File: config.mk
export PLATFORM = sky130hd
export DESIGN_NAME = serial_sub
export DESIGN_NICKNAME = d
export VERILOG_FILES = /design/src/rtl/serial_sub.sv
export SDC_FILE = /design/constraint.sdc
export NUM_CORES = 1
export LEC_CHECK = 0
export ABC_AREA = 1
export BUFFER_PORTS_ARGS = -buffer_cell sky130_fd_sc_hd__buf_2
export CORE_MARGIN = 2
export CORE_UTILIZATION = 55
export DETAILED_ROUTE_END_ITERATION = 8
export GPL_TIMING_DRIVEN = 0
export PLACE_DENSITY = 0.8
export SKIP_CTS_REPAIR_TIMING = 1
export SYNTH_ARGS = -nofsm -noshare
export SYNTH_HDL_FRONTEND = slang
export SYNTH_SLANG_ARGS = --single-unit
export TNS_END_PERCENT = 50
File: constraint.sdc
create_clock -name clk -period 2.1 [get_ports clk]
set_input_delay 0.21 -clock clk [delete_from_list [all_inputs] [get_ports clk]]
set_output_delay 0.21 -clock clk [all_outputs]
set_load 0.05 [all_outputs]
File: src/rtl/serial_sub.sv
// Bit-serial two's-complement subtractor: a - b as a + ~b + 1, one bit per clock.
// Define SERIAL_SUB_ADD_MODE_EN to add the op input (op = 1 selects a + b).
module serial_sub #(
  parameter int unsigned WIDTH = 32
) (
  input  logic             clk,
  input  logic             rst_n,
`ifdef SERIAL_SUB_ADD_MODE_EN
  input  logic             op,
`endif
  input  logic             in_valid,
  output logic             in_ready,
  input  logic [WIDTH-1:0] a,
  input  logic [WIDTH-1:0] b,
  output logic             out_valid,
  input  logic             out_ready,
  output logic [WIDTH-1:0] diff,
  output logic             c_out,
  output logic             overflow,
  output logic             zero
);

  localparam int unsigned CntW = $clog2(WIDTH);
  localparam logic [CntW-1:0] LastCnt = CntW'(WIDTH - 1);

  typedef enum logic [1:0] {StIdle, StRun, StDone} state_e;

  state_e            state_q, state_d;
  logic [CntW-1:0]   cnt_q, cnt_d;
  logic              carry_q, carry_d;
  logic [WIDTH-1:0]  a_q, a_d;
  logic [WIDTH-1:0]  b_q, b_d;
  logic              a_msb_q, a_msb_d;
  logic              b_msb_q, b_msb_d;
  logic [WIDTH-1:0]  diff_q, diff_d;
  logic              c_out_q, c_out_d;
  logic              ovf_q, ovf_d;
  logic              zero_q, zero_d;

  logic              b_bit;
  logic              sum_bit;
  logic              carry_nxt;
  logic              ovf_nxt;

`ifdef SERIAL_SUB_ADD_MODE_EN
  logic              op_q, op_d;

  assign b_bit   = op_q ? b_q[0] : ~b_q[0];
  // Operands of like sign (add) or unlike sign (subtract) can overflow.
  assign ovf_nxt = (op_q ? ~(a_msb_q ^ b_msb_q) : (a_msb_q ^ b_msb_q)) & (a_msb_q ^ sum_bit);
`else
  assign b_bit   = ~b_q[0];
  assign ovf_nxt = (a_msb_q ^ b_msb_q) & (a_msb_q ^ sum_bit);
`endif

  assign sum_bit   = a_q[0] ^ b_bit ^ carry_q;
  assign carry_nxt = (a_q[0] & b_bit) | ((a_q[0] ^ b_bit) & carry_q);

  always_comb begin
    state_d = state_q;
    cnt_d   = cnt_q;
    carry_d = carry_q;
    a_d     = a_q;
    b_d     = b_q;
    a_msb_d = a_msb_q;
    b_msb_d = b_msb_q;
    diff_d  = diff_q;
    c_out_d = c_out_q;
    ovf_d   = ovf_q;
    zero_d  = zero_q;
`ifdef SERIAL_SUB_ADD_MODE_EN
    op_d    = op_q;
`endif
    unique case (state_q)
      StIdle: begin
        if (in_valid) begin
          a_d     = a;
          b_d     = b;
          a_msb_d = a[WIDTH-1];
          b_msb_d = b[WIDTH-1];
          cnt_d   = '0;
`ifdef SERIAL_SUB_ADD_MODE_EN
          op_d    = op;
          carry_d = ~op;
`else
          carry_d = 1'b1;
`endif
          state_d = StRun;
        end
      end
      StRun: begin
        a_d     = a_q >> 1;
        b_d     = b_q >> 1;
        diff_d  = {sum_bit, diff_q[WIDTH-1:1]};
        carry_d = carry_nxt;
        cnt_d   = cnt_q + CntW'(1);
        if (cnt_q == LastCnt) begin
          c_out_d = carry_nxt;
          ovf_d   = ovf_nxt;
          zero_d  = ~|diff_d;
          cnt_d   = '0;
          state_d = StDone;
        end
      end
      StDone: begin
        if (out_ready) state_d = StIdle;
      end
      default: state_d = StIdle;
    endcase
  end

  always_ff @(posedge clk or negedge rst_n) begin
    if (!rst_n) begin
      state_q <= StIdle;
      cnt_q   <= '0;
      carry_q <= 1'b0;
      a_q     <= '0;
      b_q     <= '0;
      a_msb_q <= 1'b0;
      b_msb_q <= 1'b0;
      diff_q  <= '0;
      c_out_q <= 1'b0;
      ovf_q   <= 1'b0;
      zero_q  <= 1'b0;
`ifdef SERIAL_SUB_ADD_MODE_EN
      op_q    <= 1'b0;
`endif
    end else begin
      state_q <= state_d;
      cnt_q   <= cnt_d;
      carry_q <= carry_d;
      a_q     <= a_d;
      b_q     <= b_d;
      a_msb_q <= a_msb_d;
      b_msb_q <= b_msb_d;
      diff_q  <= diff_d;
      c_out_q <= c_out_d;
      ovf_q   <= ovf_d;
      zero_q  <= zero_d;
`ifdef SERIAL_SUB_ADD_MODE_EN
      op_q    <= op_d;
`endif
    end
  end

  assign in_ready  = (state_q == StIdle);
  assign out_valid = (state_q == StDone);
  assign diff      = diff_q;
  assign c_out     = c_out_q;
  assign overflow  = ovf_q;
  assign zero      = zero_q;

endmodule
After elaboration in Yosys (flattened, before gate mapping)
Cells that the tools add are included.
Widths: inputs -> output; s select.
{"block": "classes", "n_eq_ne": 6, "reduce_logical": 8, "magnitude_cmp": 0, "add_sub_neg": 1, "mux": 13, "div": 0, "bitwise_logic": 9, "n_shift": 0, "multipliers": 0}
{"op": "$pmux 32 s2", "n": 2}
{"op": "$mux 32", "n": 2}
{"op": "$reduce_or 32->1", "n": 1}
{"op": "$mux 5", "n": 2}
{"op": "$pmux 5 s2", "n": 1}
{"op": "$mux 2", "n": 3}
{"op": "$pmux 2 s3", "n": 1}
{"op": "$reduce_and 2->1", "n": 3}
{"op": "$add 5x1->5 const B", "n": 1}
{"op": "$eq 5x5->1 const B", "n": 1}
{"op": "$ne 2x2->1 const B", "n": 2}
{"op": "$xor 1x1->1", "n": 4}
{"op": "$and 1x1->1", "n": 3}
{"op": "$reduce_and 3->1", "n": 1}
{"op": "$eq 2x1->1 const B", "n": 1}
{"op": "$eq 2x2->1 const B", "n": 1}
{"op": "$logic_not 2->1", "n": 1}
{"op": "$ne 2x1->1 const B", "n": 1}
{"op": "$pmux 1 s2", "n": 1}
{"op": "$reduce_bool 2->1", "n": 1}
{"op": "$logic_not 1->1", "n": 1}
{"op": "$mux 1", "n": 1}
{"op": "$not 1->1", "n": 1}
{"op": "$or 1x1->1", "n": 1}
{"block": "totals", "regBits": 109, "elab_cells": 48, "out_inout_bits": 37, "input_bits": 68, "latchBits": 0, "ramBits": 0, "memories": 0, "mem_bits_ro": 0}

Depth between registers and ports, before layout
Gate-level depths: netlist of the first run.
{"block": "logic_depth", "word_depth": 5, "ltp_mapped": 8, "depth_no_buf": 8}

Worst setup path before layout of the first run
No wires, ideal clock.
{"block": "synth_path", "path_kind": "register to register", "startpoint": "reg state_q[0]", "endpoint": "reg cnt_q[1]", "arrival_time_ns": 1.532, "t_required_ns": 1.979, "synth_period_minus_slack_ns": 1.653, "setup_time_ns": 0.121, "path_buffers": 1, "slack_ns": 0.447, "stages_incl_launch_ff": 7, "cell_sequence": "dfrtp_1 nor2_2 nand2_2 nand2_4 buf_6 inv_2 a22o_1"}
{"block": "synth_via", "elab_chain_len": 3, "word_cells_on_any_way": 6, "classes_between": "2 x eq/ne; 1 x mux; 3 x reduce/logical"}
{"element": "start, declared", "line_no": "28", "rtl": "state_e state_q, state_d;"}
{"element": "start signal, assigned", "line_no": "114", "rtl": "state_q <= StIdle;"}
{"element": "start signal, assigned", "line_no": "129", "rtl": "state_q <= state_d;"}
{"element": "$logic_not 2->1 (*)"}
{"element": "via in_ready", "line_no": "12", "rtl": "output logic in_ready,"}
{"element": "$ne 2x2->1 (no source line) or $reduce_bool 2->1 (tied branches)"}
{"element": "$reduce_and 2->1 (no source line)"}
{"element": "end signal, assigned", "line_no": "130", "rtl": "cnt_q <= cnt_d;"}
{"element": "end, declared", "line_no": "29", "rtl": "logic [CntW-1:0] cnt_q, cnt_d;"}
The timed path passes the listed nets; every way through them passes the cells marked *.
A chain may end at the register's enable or synchronous reset.

Final worst setup path of the first run
{"block": "layout_path", "startpoint": "reg carry_q", "endpoint": "reg zero_q (netlist: zero)"}
{"block": "layout_via", "elab_chain_len": 3}
{"element": "start, declared", "line_no": "30", "rtl": "logic carry_q, carry_d;"}
{"element": "start signal, assigned", "line_no": "131", "rtl": "carry_q <= carry_d;"}
{"element": "$xor 1x1->1", "line_no": "56", "rtl": "assign sum_bit = a_q[0] ^ b_bit ^ carry_q;"}
{"element": "$reduce_or 32->1", "line_no": "100", "rtl": "zero_d = ~|diff_d;"}
{"element": "$logic_not 1->1", "line_no": "100"}
{"element": "end signal, assigned", "line_no": "139", "rtl": "zero_q <= zero_d;"}
{"element": "end, declared", "line_no": "38", "rtl": "logic zero_q, zero_d;"}
No other way between the ends.

==> results.py, run 1 <==
metrics = {
    "power": {
        "p_per_area_nw_per_um2": 1590,
        "ir_drop_uv": 633,
        "p_total_w": 0.00941,
        "p_leak_nw": 2.98,
    },
    "worst_setup_path": {
        "rr_endpoint": "zero$_DFFE_PN0P_",
        "path_max_fanout": 3,
        "cp.arrival_ns": 1.87,
        "regToRegStartpoint": "carry_q$_DFFE_PN0P_",
        "r2r_cells": 8,
        "crit_end": "zero$_DFFE_PN0P_",
        "cp-start-kind": "flop",
        "r2r_setup_slack_ns": 0.52,
        "cp_slowest_cell": "fa_1",
        "crit_path_start": "carry_q$_DFFE_PN0P_",
        "critical_path_class": "reg2reg",
        "required_ns": 2.39,
        "critPathMaxStageDelay_ns": 0.58,
        "cp-end-kind": "flop",
        "crit_chain": "inv_1 > fa_1 > inv_1 > nor2_1 > nand2_1 > nor2_1 > nand3_1 > o21bai_1",
    },
    "synth": {
        "synthTopCellsByCount": "nand2_1 (177), o21ai_0 (137), dfrtp_1 (109), inv_1 (88), o21ai_1 (25)",
        "synthCells": 614,
        "synth_fa_ha_area_frac": 0.00898,
        "synthMuxAreaShare": 0,
        "syn-cell-area_um2": 5010,
        "synth_nets": 685,
        "synth_warnings": 0,
        "synthXorXnorAreaFrac": 0.00349,
        "synth_top_cell_by_area": "dfrtp_1",
        "seq_area_frac_synth": 0.544,
        "synth_cell_types": 26,
        "synth_edf_count": 0,
        "synth_top_family_by_area": "compound AO/OA/AOI/OAI gates",
        "synthSimpleGateAreaFrac": 0.163,
        "ys_async_sr_fraction": 1.00,
        "synth_ff_type": "dfrtp_1",
        "ys_seq_elements": 109,
        "synth_area_leaders": "dfrtp_1 (54%), o21ai_0 (14%), nand2_1 (13%)",
        "yosysMostFrequentCell": "nand2_1",
        "synth_top_cell_area_share": 0.544,
        "synth.avg_cell_area_um2": 8.17,
        "synth-compound-area-share": 0.171,
    },
    "layout": {
        "areaGrowthSynthToFinish_pct": 17.7,
        "antennaDiodeCount": 0,
        "post-route-util": 0.673,
        "nNetsFinal": 802,
        "fin_area_um2": 5900,
        "stdcell_count": 844,
        "drive_above_1_share": 0.197,
    },
    "placement": {
        "place_area_um2": 5700,
        "hpwl_mm": 7.80,
        "placedCellCount": 827,
        "io_buffers": 104,
        "post-place-ws_ns": 0.523,
        "finalWeightedCongestion": 0.783,
    },
    "timing": {
        "post-route-period-util": 0.752,
        "worstMarginPinSlew_ns": 0.507,
        "fin_worst_skew_ns": 0.0104,
        "fmax_ghz": 0.633,
        "setup_viol": 0,
        "rsz0062_at_grt": "false",
        "relSlewSlack": 0.662,
        "finalHoldViolations": 0,
        "finalMaxSlewViolations": 0,
        "fin_crit_ns": 1.58,
        "worst_slack_ns": 0.521,
    },
    "cts": {
        "cts_tree": "yes",
        "clkSinkCount": 109,
        "numCtsBuffers": 9,
        "cts_max_path_buffers": 2,
        "insertion_delay_ns": 0.37,
        "cts_htree_levels": 3,
        "path_clk_slew_ns": 0.10,
        "cts_root_buffer": "clkbuf_8",
    },
    "drt": {
        "routed_wl_mm": 11.0,
        "route.vias.total": 4362,
        "drtPass1Iterations": 5,
        "wl_met2_mm": 5.35,
        "wl_per_cell_um": 13.1,
        "drc": 0,
        "routed.top_layer": "met4",
        "dr_wl_met3_um": 542,
        "drt-met1-wl_mm": 4.94,
        "drt_iter0_markers": 222,
        "antenna_left": 0,
        "via_per_inst": 5.17,
    },
    "flow_run": {
        "drv_cap": 0,
    },
    "status": {
        "status": "finished, final reports clean",
    },
    "floorplanning": {
        "die_area_um2": 9900,
        "die_w_um": 99.5,
        "core_area_um2": 8760,
        "core.rowCount": 34,
        "start_util": 0.572,
        "num_io_pins": 105,
        "fp.dieH_um": 99.5,
    },
    "grt": {
        "antenna_found_initial": 0,
        "grt_pass1_wl_mm": 18.4,
        "grt_pass1_vias": 4070,
        "track_usage": 0.229,
        "grt_max_degree": 74,
        "overflow": 0,
    },
    "worst_hold_path": {
        "holdCritPathClass": "in2reg",
    },
}
-- flip-flops by register name (all words and copies together) (netlist names) --
name	count
a_msb_q	1
a_q	32
b_msb_q	1
b_q	32
c_out	1
carry_q	1
cnt_q	5
diff	32
overflow	1
state_q	2
zero	1
-- critical path: cells and delay by family (launching register included) --
family / cells / cell delay, ns
AO/OA/AOI/OAI: 1 / 0.13
adder cells (fa/ha/maj): 1 / 0.58
buffers and inverters: 2 / 0.14
flip-flops: 1 / 0.34
AND/OR/NAND/NOR: 4 / 0.33
-- logic make-up after synthesis --
kind of cell,count (synthesis)
buffers and inverters,123
adders and majority gates,3
xor gates and xnor gates,2
AOI/OAI and AO/OA,168
DFF,109
and+or+nand+nor,209
-- area by class of cell --
class                   count  area (um2)
flip-flops and latches    109        2730
plain buffers              33         214
clock inverters             5        60.1
fillers                   742        2860
inverters                  90         338
clock buffers              11         131
multi-input cells         382        1740
well taps                 108         135
repair buffers            106         561
-- layer usage --
metal  vias up  global-route usage
met2       119               0.374
met1      2067               0.316
li1       2160                   -
met5         -                   0
met4         0              0.0738
met3        16              0.0387
-- report_power, final --
group	internal (W)	switching, W
combinational	0.00146	0.00328
clock	0.000558	0.000700
sequential	0.00299	0.000429
total	0.00500	0.00441
-- cells in the final DEF (no fill, tap or decap), drive strengths merged --
master,n
dfrtp,109
nand3,7
or2,1
nor2,21
clkinvlp,1
dlygate4sd3,1
buf,124
ha,2
clkbuf,25
fa,1
o21bai,1
nand2,180
bufinv,1
inv,91
clkinv,2
o21ai,162
a22oi,1
a22o,2
o31ai,1
xnor2,1
o22ai,1
xor2,1
-- stage by stage --
stage	TNS (ns)	hold slack [ns]
after floorplan	0	-0.0856
after global placement	-42.62	0.405
after detailed placement	0	0.212
after CTS	0	-0.190
after global routing	0	0.0178
final	0	0.0268
-- worst min-delay path by stage --
stage	start	endpoint	slack [ns]	cells past startpoint
final	out_ready	state_q[1]$_DFFE_PN0P_	0.03	2
after global routing	out_ready	state_q[1]$_DFFE_PN0P_	0.02	2
after CTS	rst_n	diff[14]$_DFFE_PN0N_	-0.19	1
after detailed placement	rst_n	diff[14]$_DFFE_PN0N_	0.21	1
after global placement	out_ready	state_q[1]$_DFFE_PN0P_	0.40	2
after floorplan	rst_n	a_msb_q$_DFFE_PN0P_	-0.09	0
No activity file was read; power rests on OpenSTA's default activity.
==> inputs of run 2 (changes only) <==
==> constraint.sdc (replaced) <==
create_clock -name clk -period 1.6 [get_ports clk]
set_input_delay 0.16 -clock clk [delete_from_list [all_inputs] [get_ports clk]]
set_output_delay 0.16 -clock clk [all_outputs]
set_load 0.05 [all_outputs]
==> results.py, run 2 (same netlist as run 1, synthesis figures left out) <==
metrics = {
    "status": {
        "status": "finished, violations left",
        "violations": "negative setup slack",
    },
    "timing": {
        "fin_crit_ns": 1.61,
        "relSlewSlack": 0.504,
        "whs_ns": 0.0281,
        "tns_ns": -0.0115,
        "setup_viol": 1,
        "worstMarginPinSlew_ns": 0.744,
        "finalHoldViolations": 0,
        "fmax_ghz": 0.621,
        "worst_slack_ns": -0.0115,
        "rsz0062_at_grt": "true",
        "post-route-period-util": 1.01,
        "finalMaxSlewViolations": 0,
        "fin_worst_skew_ns": 0.0138,
    },
    "placement": {
        "place_area_um2": 5710,
        "finalWeightedCongestion": 0.797,
        "io_buffers": 104,
        "placedCellCount": 827,
        "hpwl_mm": 7.88,
    },
    "power": {
        "p_leak_nw": 3.00,
        "p_total_w": 0.0125,
        "p_per_area_nw_per_um2": 2100,
        "ir_drop_uv": 933,
    },
    "worst_setup_path": {
        "required_ns": 1.90,
        "cp-start-kind": "flop",
        "critical_path_class": "reg2reg",
        "path_max_fanout": 3,
        "critPathMaxStageDelay_ns": 0.60,
        "cp-end-kind": "flop",
        "cp.arrival_ns": 1.91,
        "cp_slowest_cell": "fa_1",
        "crit_chain": "fa_1 > inv_2 > nor2_1 > nand2_1 > nor2_2 > nand3_1 > o21bai_1",
    },
    "floorplanning": {
        "fp.dieH_um": 99.5,
        "die_area_um2": 9900,
        "core.rowCount": 34,
        "die_w_um": 99.5,
        "num_io_pins": 105,
        "start_util": 0.572,
        "core_area_um2": 8760,
    },
    "drt": {
        "drtPass1Iterations": 5,
        "drc": 0,
        "drt_iter0_markers": 176,
        "antenna_left": 0,
        "wl_per_cell_um": 13.0,
        "via_per_inst": 5.08,
        "route.vias.total": 4299,
        "routed_wl_mm": 11.0,
    },
    "cts": {
        "path_clk_slew_ns": 0.11,
        "cts_max_path_buffers": 2,
        "cts_root_buffer": "clkbuf_8",
        "clkSinkCount": 109,
        "insertion_delay_ns": 0.37,
        "numCtsBuffers": 9,
        "cts_tree": "yes",
        "cts_htree_levels": 3,
    },
    "layout": {
        "antennaDiodeCount": 0,
        "drive_above_1_share": 0.203,
        "layout_common_cells": "nand2_1 (176), o21ai_0 (137), buf_2 (111)",
        "areaGrowthSynthToFinish_pct": 18.5,
        "mostFrequentLayoutCell": "nand2_1",
        "stdcell_count": 846,
        "fill_cells": 712,
        "nNetsFinal": 804,
        "fin_area_um2": 5940,
    },
    "grt": {
        "antenna_found_initial": 1,
        "grt_pass1_wl_mm": 18.2,
        "grt_max_degree": 58,
        "grt_pass1_vias": 4115,
        "overflow": 0,
        "track_usage": 0.226,
    },
    "worst_hold_path": {
        "holdCritPathClass": "in2reg",
    },
    "flow_run": {
        "drv_cap": 0,
    },
}
==> run 2: critical path, delay by kind of cell, from the launching register on <==
kind / cells / cell delay (ns)
and+or+nand+nor: 4 / 0.32
adders and majority gates: 1 / 0.60
AOI/OAI and AO/OA: 1 / 0.16
buffers and inverters: 1 / 0.06
DFF: 1 / 0.42
==> run 2: path summary, 6_finish.rpt <==
check	slack (ns)	startpoint	depth (start not counted)	end
setup reg to reg	-0.01	b_q[0]$_DFFE_PN0P_	7	zero$_DFFE_PN0P_
min in group asynchronous	0.40	rst_n	2	diff[13]$_DFFE_PN0N_
setup / recovery	-0.01	b_q[0]$_DFFE_PN0P_	7	zero$_DFFE_PN0P_
max in group asynchronous	0.48	rst_n	3	b_q[1]$_DFFE_PN0P_
hold / removal	0.03	b[31]	3	b_msb_q$_DFFE_PN0P_
hold reg to reg	0.49	diff[0]$_DFFE_PN0N_	2	diff[0]$_DFFE_PN0N_
==> run 2: where the power goes <==
group	internal, W	switching (W)	total (W)
Combinational	0.00197	0.00433	0.00630
Sequential	0.00392	0.000564	0.00448
Clock	0.000781	0.000926	0.00171
Total	0.00667	0.00582	0.0125
==> run 2: area by class of cell <==
class / count / area [um2] / area share
Sequential cell: 109 / 2730 / 0.459
Multi-Input combinational cell: 382 / 1750 / 0.294
Timing Repair Buffer: 108 / 578 / 0.0973
Inverter: 90 / 338 / 0.0569
Buffer: 33 / 215 / 0.0362
Clock buffer: 12 / 145 / 0.0244
Tap cell: 108 / 135 / 0.0227
Clock inverter: 4 / 56.3 / 0.00948
==> run 2: routing by layer <==
metal / wire length [um] / vias to the layer above / part of all wire / track usage
li1: - / 2159 / - / -
met1: 5050 / 2019 / 0.46 / 0.304
met2: 5280 / 104 / 0.48 / 0.377
met3: 481 / 15 / 0.044 / 0.0365
met4: 184 / 2 / 0.017 / 0.0780
met5: 13 / - / 0.0012 / 0
==> run 2: through the flow <==
step                      worst slack, ns  utilization
after global placement             -0.846        0.648
after CTS                         -0.0415        0.674
after floorplan                     0.139            -
after global routing               -0.124        0.678
final                             -0.0115        0.678
after detailed placement          -0.0368        0.651
